[config.mk]
export PLATFORM = sky130hd
export DESIGN_NAME = dram_axil_arbiter
export DESIGN_NICKNAME = d
export VERILOG_FILES = /design/src/rtl/dram_axil_arbiter.sv
export SDC_FILE = /design/constraint.sdc
export NUM_CORES = 1
export LEC_CHECK = 0
export CAP_MARGIN = 20
export CELL_PAD_IN_SITES_DETAIL_PLACEMENT = 0
export CELL_PAD_IN_SITES_GLOBAL_PLACEMENT = 2
export CORE_MARGIN = 5
export CORE_UTILIZATION = 18
export CTS_CLUSTER_SIZE = 16
export DETAILED_ROUTE_END_ITERATION = 10
export PLACE_DENSITY = 0.81
export SLEW_MARGIN = 5
export SYNTH_ARGS = -nofsm -noshare
export SYNTH_HDL_FRONTEND = slang
export SYNTH_SLANG_ARGS = --single-unit
export TNS_END_PERCENT = 100
[constraint.sdc]
create_clock -name aclk -period 1.9 [get_ports aclk]
set_clock_uncertainty 0.05 [all_clocks]
set_input_delay 0.285 -clock aclk [delete_from_list [all_inputs] [get_ports aclk]]
set_output_delay 0.285 -clock aclk [all_outputs]
set_load 0.05 [all_outputs]
[src/rtl/dram_axil_arbiter.sv]
// Shares one AXI4-Lite master between num_req_p requesters, one transaction at a time; accept->v_o is 3 cycles with a zero-wait slave.
// Requests are held off (ready_and_o=0) until the response is taken; DRAM_ARB_FIXED_PRIO_EN selects fixed priority instead of round-robin.
module dram_axil_arbiter #(
  parameter int num_req_p    = 2,
  parameter int data_width_p = 32,
  parameter int addr_width_p = 32
) (
  input  logic                                       aclk,
  input  logic                                       aresetn,

  input  logic [num_req_p-1:0]                       v_i,
  input  logic [num_req_p-1:0]                       w_i,
  input  logic [num_req_p-1:0][addr_width_p-1:0]     addr_i,
  input  logic [num_req_p-1:0][data_width_p-1:0]     data_i,
  input  logic [num_req_p-1:0][data_width_p/8-1:0]   wmask_i,
  output logic [num_req_p-1:0]                       ready_and_o,

  output logic [data_width_p-1:0]                    data_o,
  output logic                                       err_o,
  output logic [num_req_p-1:0]                       v_o,
  input  logic [num_req_p-1:0]                       ready_and_i,

  output logic [addr_width_p-1:0]                    m_axil_awaddr_o,
  output logic [2:0]                                 m_axil_awprot_o,
  output logic                                       m_axil_awvalid_o,
  input  logic                                       m_axil_awready_i,

  output logic [data_width_p-1:0]                    m_axil_wdata_o,
  output logic [data_width_p/8-1:0]                  m_axil_wstrb_o,
  output logic                                       m_axil_wvalid_o,
  input  logic                                       m_axil_wready_i,

  input  logic [1:0]                                 m_axil_bresp_i,
  input  logic                                       m_axil_bvalid_i,
  output logic                                       m_axil_bready_o,

  output logic [addr_width_p-1:0]                    m_axil_araddr_o,
  output logic [2:0]                                 m_axil_arprot_o,
  output logic                                       m_axil_arvalid_o,
  input  logic                                       m_axil_arready_i,

  input  logic [data_width_p-1:0]                    m_axil_rdata_i,
  input  logic [1:0]                                 m_axil_rresp_i,
  input  logic                                       m_axil_rvalid_i,
  output logic                                       m_axil_rready_o
);

  localparam int IdxW  = (num_req_p > 1) ? $clog2(num_req_p) : 1;
  localparam int CandW = IdxW + 1;
  localparam int MaskW = data_width_p / 8;

  typedef enum logic [2:0] {
    S_IDLE,
    S_WRITE,
    S_WRESP,
    S_READ,
    S_RRESP,
    S_DELIVER
  } state_e;

  state_e                   state_q, state_d;
  logic [IdxW-1:0]          idx_q, idx_d;
  logic [addr_width_p-1:0]  addr_q, addr_d;
  logic [data_width_p-1:0]  wdata_q, wdata_d;
  logic [MaskW-1:0]         wmask_q, wmask_d;
  logic                     aw_done_q, aw_done_d;
  logic                     w_done_q, w_done_d;
  logic [data_width_p-1:0]  data_q, data_d;
  logic                     err_q, err_d;

  logic [num_req_p-1:0]     grant;
  logic [IdxW-1:0]          grant_idx;
  logic                     accept;

`ifdef DRAM_ARB_FIXED_PRIO_EN
  // Scan high to low so the lowest asserted index is the one left standing.
  always_comb begin
    grant     = '0;
    grant_idx = '0;
    for (int i = num_req_p - 1; i >= 0; i--) begin
      if (v_i[i]) begin
        grant     = '0;
        grant[i]  = 1'b1;
        grant_idx = IdxW'(i);
      end
    end
  end
`else
  logic [IdxW-1:0] rr_q, rr_d;

  always_comb begin
    logic             found;
    logic [CandW-1:0] cand;
    grant     = '0;
    grant_idx = '0;
    found     = 1'b0;
    cand      = '0;
    for (int i = 0; i < num_req_p; i++) begin
      cand = {1'b0, rr_q} + CandW'(i);
      if (cand >= CandW'(num_req_p)) begin
        cand = cand - CandW'(num_req_p);
      end
      if (!found && v_i[cand[IdxW-1:0]]) begin
        found                  = 1'b1;
        grant[cand[IdxW-1:0]]  = 1'b1;
        grant_idx              = cand[IdxW-1:0];
      end
    end
  end

  always_comb begin
    rr_d = rr_q;
    if (accept) begin
      rr_d = (grant_idx == IdxW'(num_req_p - 1)) ? '0 : grant_idx + 1'b1;
    end
  end

  always_ff @(posedge aclk) begin
    if (!aresetn) begin
      rr_q <= '0;
    end else begin
      rr_q <= rr_d;
    end
  end
`endif

  assign accept      = (state_q == S_IDLE) && (|grant);
  assign ready_and_o = (state_q == S_IDLE) ? grant : '0;

  // Holding registers drive the channels directly, so addr/data stay stable while valid.
  assign m_axil_awaddr_o = addr_q;
  assign m_axil_araddr_o = addr_q;
  assign m_axil_wdata_o  = wdata_q;
  assign m_axil_wstrb_o  = wmask_q;
  assign m_axil_awprot_o = 3'b000;
  assign m_axil_arprot_o = 3'b000;
  assign data_o          = data_q;
  assign err_o           = err_q;

  always_comb begin
    state_d          = state_q;
    idx_d            = idx_q;
    addr_d           = addr_q;
    wdata_d          = wdata_q;
    wmask_d          = wmask_q;
    aw_done_d        = aw_done_q;
    w_done_d         = w_done_q;
    data_d           = data_q;
    err_d            = err_q;
    m_axil_awvalid_o = 1'b0;
    m_axil_wvalid_o  = 1'b0;
    m_axil_bready_o  = 1'b0;
    m_axil_arvalid_o = 1'b0;
    m_axil_rready_o  = 1'b0;
    v_o              = '0;

    unique case (state_q)
      S_IDLE: begin
        if (accept) begin
          idx_d     = grant_idx;
          addr_d    = addr_i[grant_idx];
          wdata_d   = data_i[grant_idx];
          wmask_d   = wmask_i[grant_idx];
          aw_done_d = 1'b0;
          w_done_d  = 1'b0;
          state_d   = w_i[grant_idx] ? S_WRITE : S_READ;
        end
      end
      S_WRITE: begin
        m_axil_awvalid_o = !aw_done_q;
        m_axil_wvalid_o  = !w_done_q;
        if (!aw_done_q && m_axil_awready_i) aw_done_d = 1'b1;
        if (!w_done_q && m_axil_wready_i)   w_done_d  = 1'b1;
        if (aw_done_d && w_done_d) state_d = S_WRESP;
      end
      S_WRESP: begin
        m_axil_bready_o = 1'b1;
        if (m_axil_bvalid_i) begin
          data_d  = '0;
          err_d   = |m_axil_bresp_i;
          state_d = S_DELIVER;
        end
      end
      S_READ: begin
        m_axil_arvalid_o = 1'b1;
        if (m_axil_arready_i) state_d = S_RRESP;
      end
      S_RRESP: begin
        m_axil_rready_o = 1'b1;
        if (m_axil_rvalid_i) begin
          data_d  = m_axil_rdata_i;
          err_d   = |m_axil_rresp_i;
          state_d = S_DELIVER;
        end
      end
      S_DELIVER: begin
        v_o[idx_q] = 1'b1;
        if (ready_and_i[idx_q]) state_d = S_IDLE;
      end
      default: state_d = S_IDLE;
    endcase
  end

  always_ff @(posedge aclk) begin
    if (!aresetn) begin
      state_q <= S_IDLE;
    end else begin
      state_q <= state_d;
    end
  end

  always_ff @(posedge aclk) begin
    if (!aresetn) begin
      idx_q     <= '0;
      addr_q    <= '0;
      wdata_q   <= '0;
      wmask_q   <= '0;
      aw_done_q <= 1'b0;
      w_done_q  <= 1'b0;
      data_q    <= '0;
      err_q     <= 1'b0;
    end else begin
      idx_q     <= idx_d;
      addr_q    <= addr_d;
      wdata_q   <= wdata_d;
      wmask_q   <= wmask_d;
      aw_done_q <= aw_done_d;
      w_done_q  <= w_done_d;
      data_q    <= data_d;
      err_q     <= err_d;
    end
  end

endmodule

==> results.py <==
metrics = {
    "sta": {
        "rsz0062_at_grt": "true",
        "setup_viol": 2,
        "slew_headroom_pct": 63.58,
        "holdWs_ns": 0.4099,
        "finalHoldViolCount": 0,
        "finalCritPeriodShare_pct": 103.8,
        "layout_min_cycle_time_ns": 1.973,
        "setup_ws_ns": -0.07286,
        "worst_pin_slew_ns": 0.5455,
        "drv_slew": 0,
        "max_clock_freq_mhz": 506.9,
        "tns_ns": -0.1103,
    },
    "worst_setup_path": {
        "critical_path.most_common_cell": "buf_12",
        "crit_family": "simple AND/OR/NAND/NOR gates",
        "r2r_slack_ns": 0.03,
        "arrival_ns": 1.64,
        "critPathCaptureType": "primary output",
        "critPathLaunchType": "register",
        "crit_chain": "or3_4, a211oi_4, buf_12, buf_12",
        "worstSetupPathType": "reg -> out",
        "cp.required_ns": 1.56,
        "cpMaxStageDelayCell": "or3_4",
        "crit_fanout": 3,
        "cp_num_buf_inv": 2,
        "crit_path_start": "state_q[1]",
        "r2r-end": "m_axil_araddr_o[22]",
        "critPathMaxStageDelay_ns": 0.42,
        "r2r-start": "state_q[1]",
        "r2r_cells": 7,
    },
    "layout": {
        "fillCellCount": 2717,
        "final-instance-count-excl-fill": 1180,
        "syn_to_final_growth_pct": 90.36,
        "final_common_cell": "clkdlybuf4s50_1",
        "drive_gt1_share_pct": 16.21,
        "antennaDiodeCount": 0,
        "final_cell_mix": "clkdlybuf4s50_1 (222), dfxtp_1 (106), nor2_1 (76), buf_4 (72), a22oi_1 (62)",
        "nNetsFinal": 1025,
    },
    "min_path": {
        "hold_path.class": "reg -> reg",
        "whs_endpoint": "err_o",
        "hold_depth": 2,
        "hp-start": "err_o",
    },
    "synthesis": {
        "synthFlopType": "dfxtp_1",
        "synth_enable_flop_cells": 0,
        "avgSynthCellArea_um2": 9.145,
        "synth_area_mm2": 0.004765,
        "ys_ff_latch": 108,
        "postSynthCellCount": 521,
        "ys.warnings.count": 0,
        "synth_cell_types": 42,
        "ys_async_sr_fraction_pct": 0,
        "ys_seq_area_share_pct": 45.38,
    },
    "global_route": {
        "grt_max_degree": 53,
        "track_usage_pct": 11.87,
        "grt-ovfl-total": 0,
        "grt_pass1_vias": 4750,
        "grt_antenna_before_repair": 1,
        "grt_pass1_wl_um": 28280,
    },
    "pwr": {
        "powerDensity_mw_per_mm2": 1507,
        "power_mw": 13.67,
        "vdd_drop_max_mv": 0.6413,
        "p_leak_nw": 4.365,
    },
    "clock_tree": {
        "cts_sinks": 108,
        "clkTransAtPathRegs_ns": 0.08,
        "clk_latency_ns": 0.36,
        "numCtsBuffers": 9,
        "cts-root-buf": "clkbuf_16",
        "hold_buffers": 0,
        "cts_buffer_depth": 2,
        "cts_tree": "yes",
        "htree_levels": 3,
    },
    "floorplanning": {
        "coreArea_mm2": 0.02606,
        "fp.dieH_um": 172.7,
        "rows": 59,
        "start_util_pct": 18.28,
        "ios": 333,
        "fp.dieW_um": 172.7,
        "fp.dieArea_mm2": 0.02982,
    },
    "drt": {
        "wl_per_cell_um": 16.32,
        "vias": 4949,
        "via_per_inst": 4.194,
        "wirelength_um": 19250,
        "drtAntennaViolNets": 0,
        "first_pass_iters": 4,
        "first_iter_violations": 168,
        "route.detailed.drc": 0,
    },
    "job": {
        "drv_cap": 0,
    },
    "outcome": {
        "status": "finished, violations left",
        "violations": "negative setup slack",
    },
    "place": {
        "hpwl_um": 14670,
        "portBuffers": 326,
        "gp_congestion": 0.7247,
        "post-place-cells": 1154,
    },
}
-- cell usage after synthesis (2+ instances only) --
| cell type | number | share of area (%) |
|---|---|---|
| a211oi_1 | 40 | 6.3 |
| a22oi_1 | 63 | 9.9 |
| nor2b_1 | 4 | 0.53 |
| buf_6 | 6 | 1.4 |
| nand3b_1 | 2 | 0.32 |
| nor2_1 | 79 | 6.2 |
| and3b_1 | 2 | 0.37 |
| o21ai_0 | 2 | 0.21 |
| o211ai_1 | 2 | 0.32 |
| clkbuf_1 | 16 | 1.3 |
| nand2_1 | 34 | 2.7 |
| buf_2 | 17 | 1.8 |
| nor3b_1 | 2 | 0.32 |
| inv_2 | 2 | 0.16 |
| inv_1 | 3 | 0.24 |
| dfxtp_1 | 108 | 45 |
| o21a_1 | 2 | 0.32 |
| buf_4 | 40 | 6.3 |
| or3b_2 | 2 | 0.37 |
| a21oi_1 | 34 | 3.6 |
| mux2i_1 | 40 | 8.4 |
-- tightest hold or removal path: stages (launching register included) --
cell	delay, ns
dfxtp_1	0.31
nand2_1	0.05
a21oi_1	0.05
-- cells by family (layout without fill, tap and decap cells) --
| family | count (synthesis) | after routing | share of synthesized area, % |
|---|---|---|---|
| AOI/OAI and AO/OA | 153 | 153 | 22.56 |
| muxes | 40 | 40 | 8.403 |
| other | 1 | 6 | 0.07871 |
| DFF | 108 | 108 | 45.38 |
| and+or+nand+nor | 134 | 134 | 12.26 |
| buffers and inverters | 85 | 404 | 11.32 |
-- area by class of cell --
class	instances	area [um^2]	share of cell area (%)
inverters	5	20.02	0.2207
multi-input cells	333	2168	23.91
well taps	335	419.2	4.621
repair buffers	383	3974	43.81
clock inverters	7	93.84	1.035
flip-flops and latches	108	2170	23.92
clock buffers	9	225.2	2.483
-- flip-flops by register name (all words and copies together), names as in the netlist, 3 cells and up --
signal / cells
state_q: 3
data_o: 32
m_axil_wstrb_o: 4
m_axil_wdata_o: 32
m_axil_araddr_o: 32
-- routing by layer --
layer	vias to the layer above	global-route usage (%)	share of wire (%)
met3	16	4.214	8.6
met5	-	0	0.036
met4	2	3.243	1.0
li1	2461	-	-
met1	2258	13.96	42
met2	212	20.51	49
-- per-stage QoR --
step	utilization, %	setup slack (ns)	instance area [um^2]
finish	34.81	-0.07286	9070
CTS	33.94	-0.1007	8843
global route	34.81	-0.1361	9070
detailed placement	32.56	-0.08358	8484
floorplan	-	0.1614	4788
global placement	32.56	-0.04120	8484
-- what timing repair did --
item	4_1_cts	5_1_grt
cloned	0	2
pin swaps	3	2
setup endpoints to repair	22	77
setup buffers	6	3
gates resized for setup	25	62
-- power by group --
part	switching, mW	total, mW	internal (mW)
clock	0.967	2.03	1.06
sequential	0.414	3.32	2.90
combinational	5.16	8.33	3.17
-- how the worst max path moves through the flow --
stage,to,slack (ns),cells past startpoint
final,ready_and_o[0],-0.07,4
after global routing,ready_and_o[0],-0.14,4
after CTS,ready_and_o[0],-0.10,4
after detailed placement,state_q[1],-0.08,5
after global placement,m_axil_wdata_o[27],-0.04,7
after floorplan,m_axil_awvalid_o,0.16,3
No activity file was read; power rests on OpenSTA's default activity.
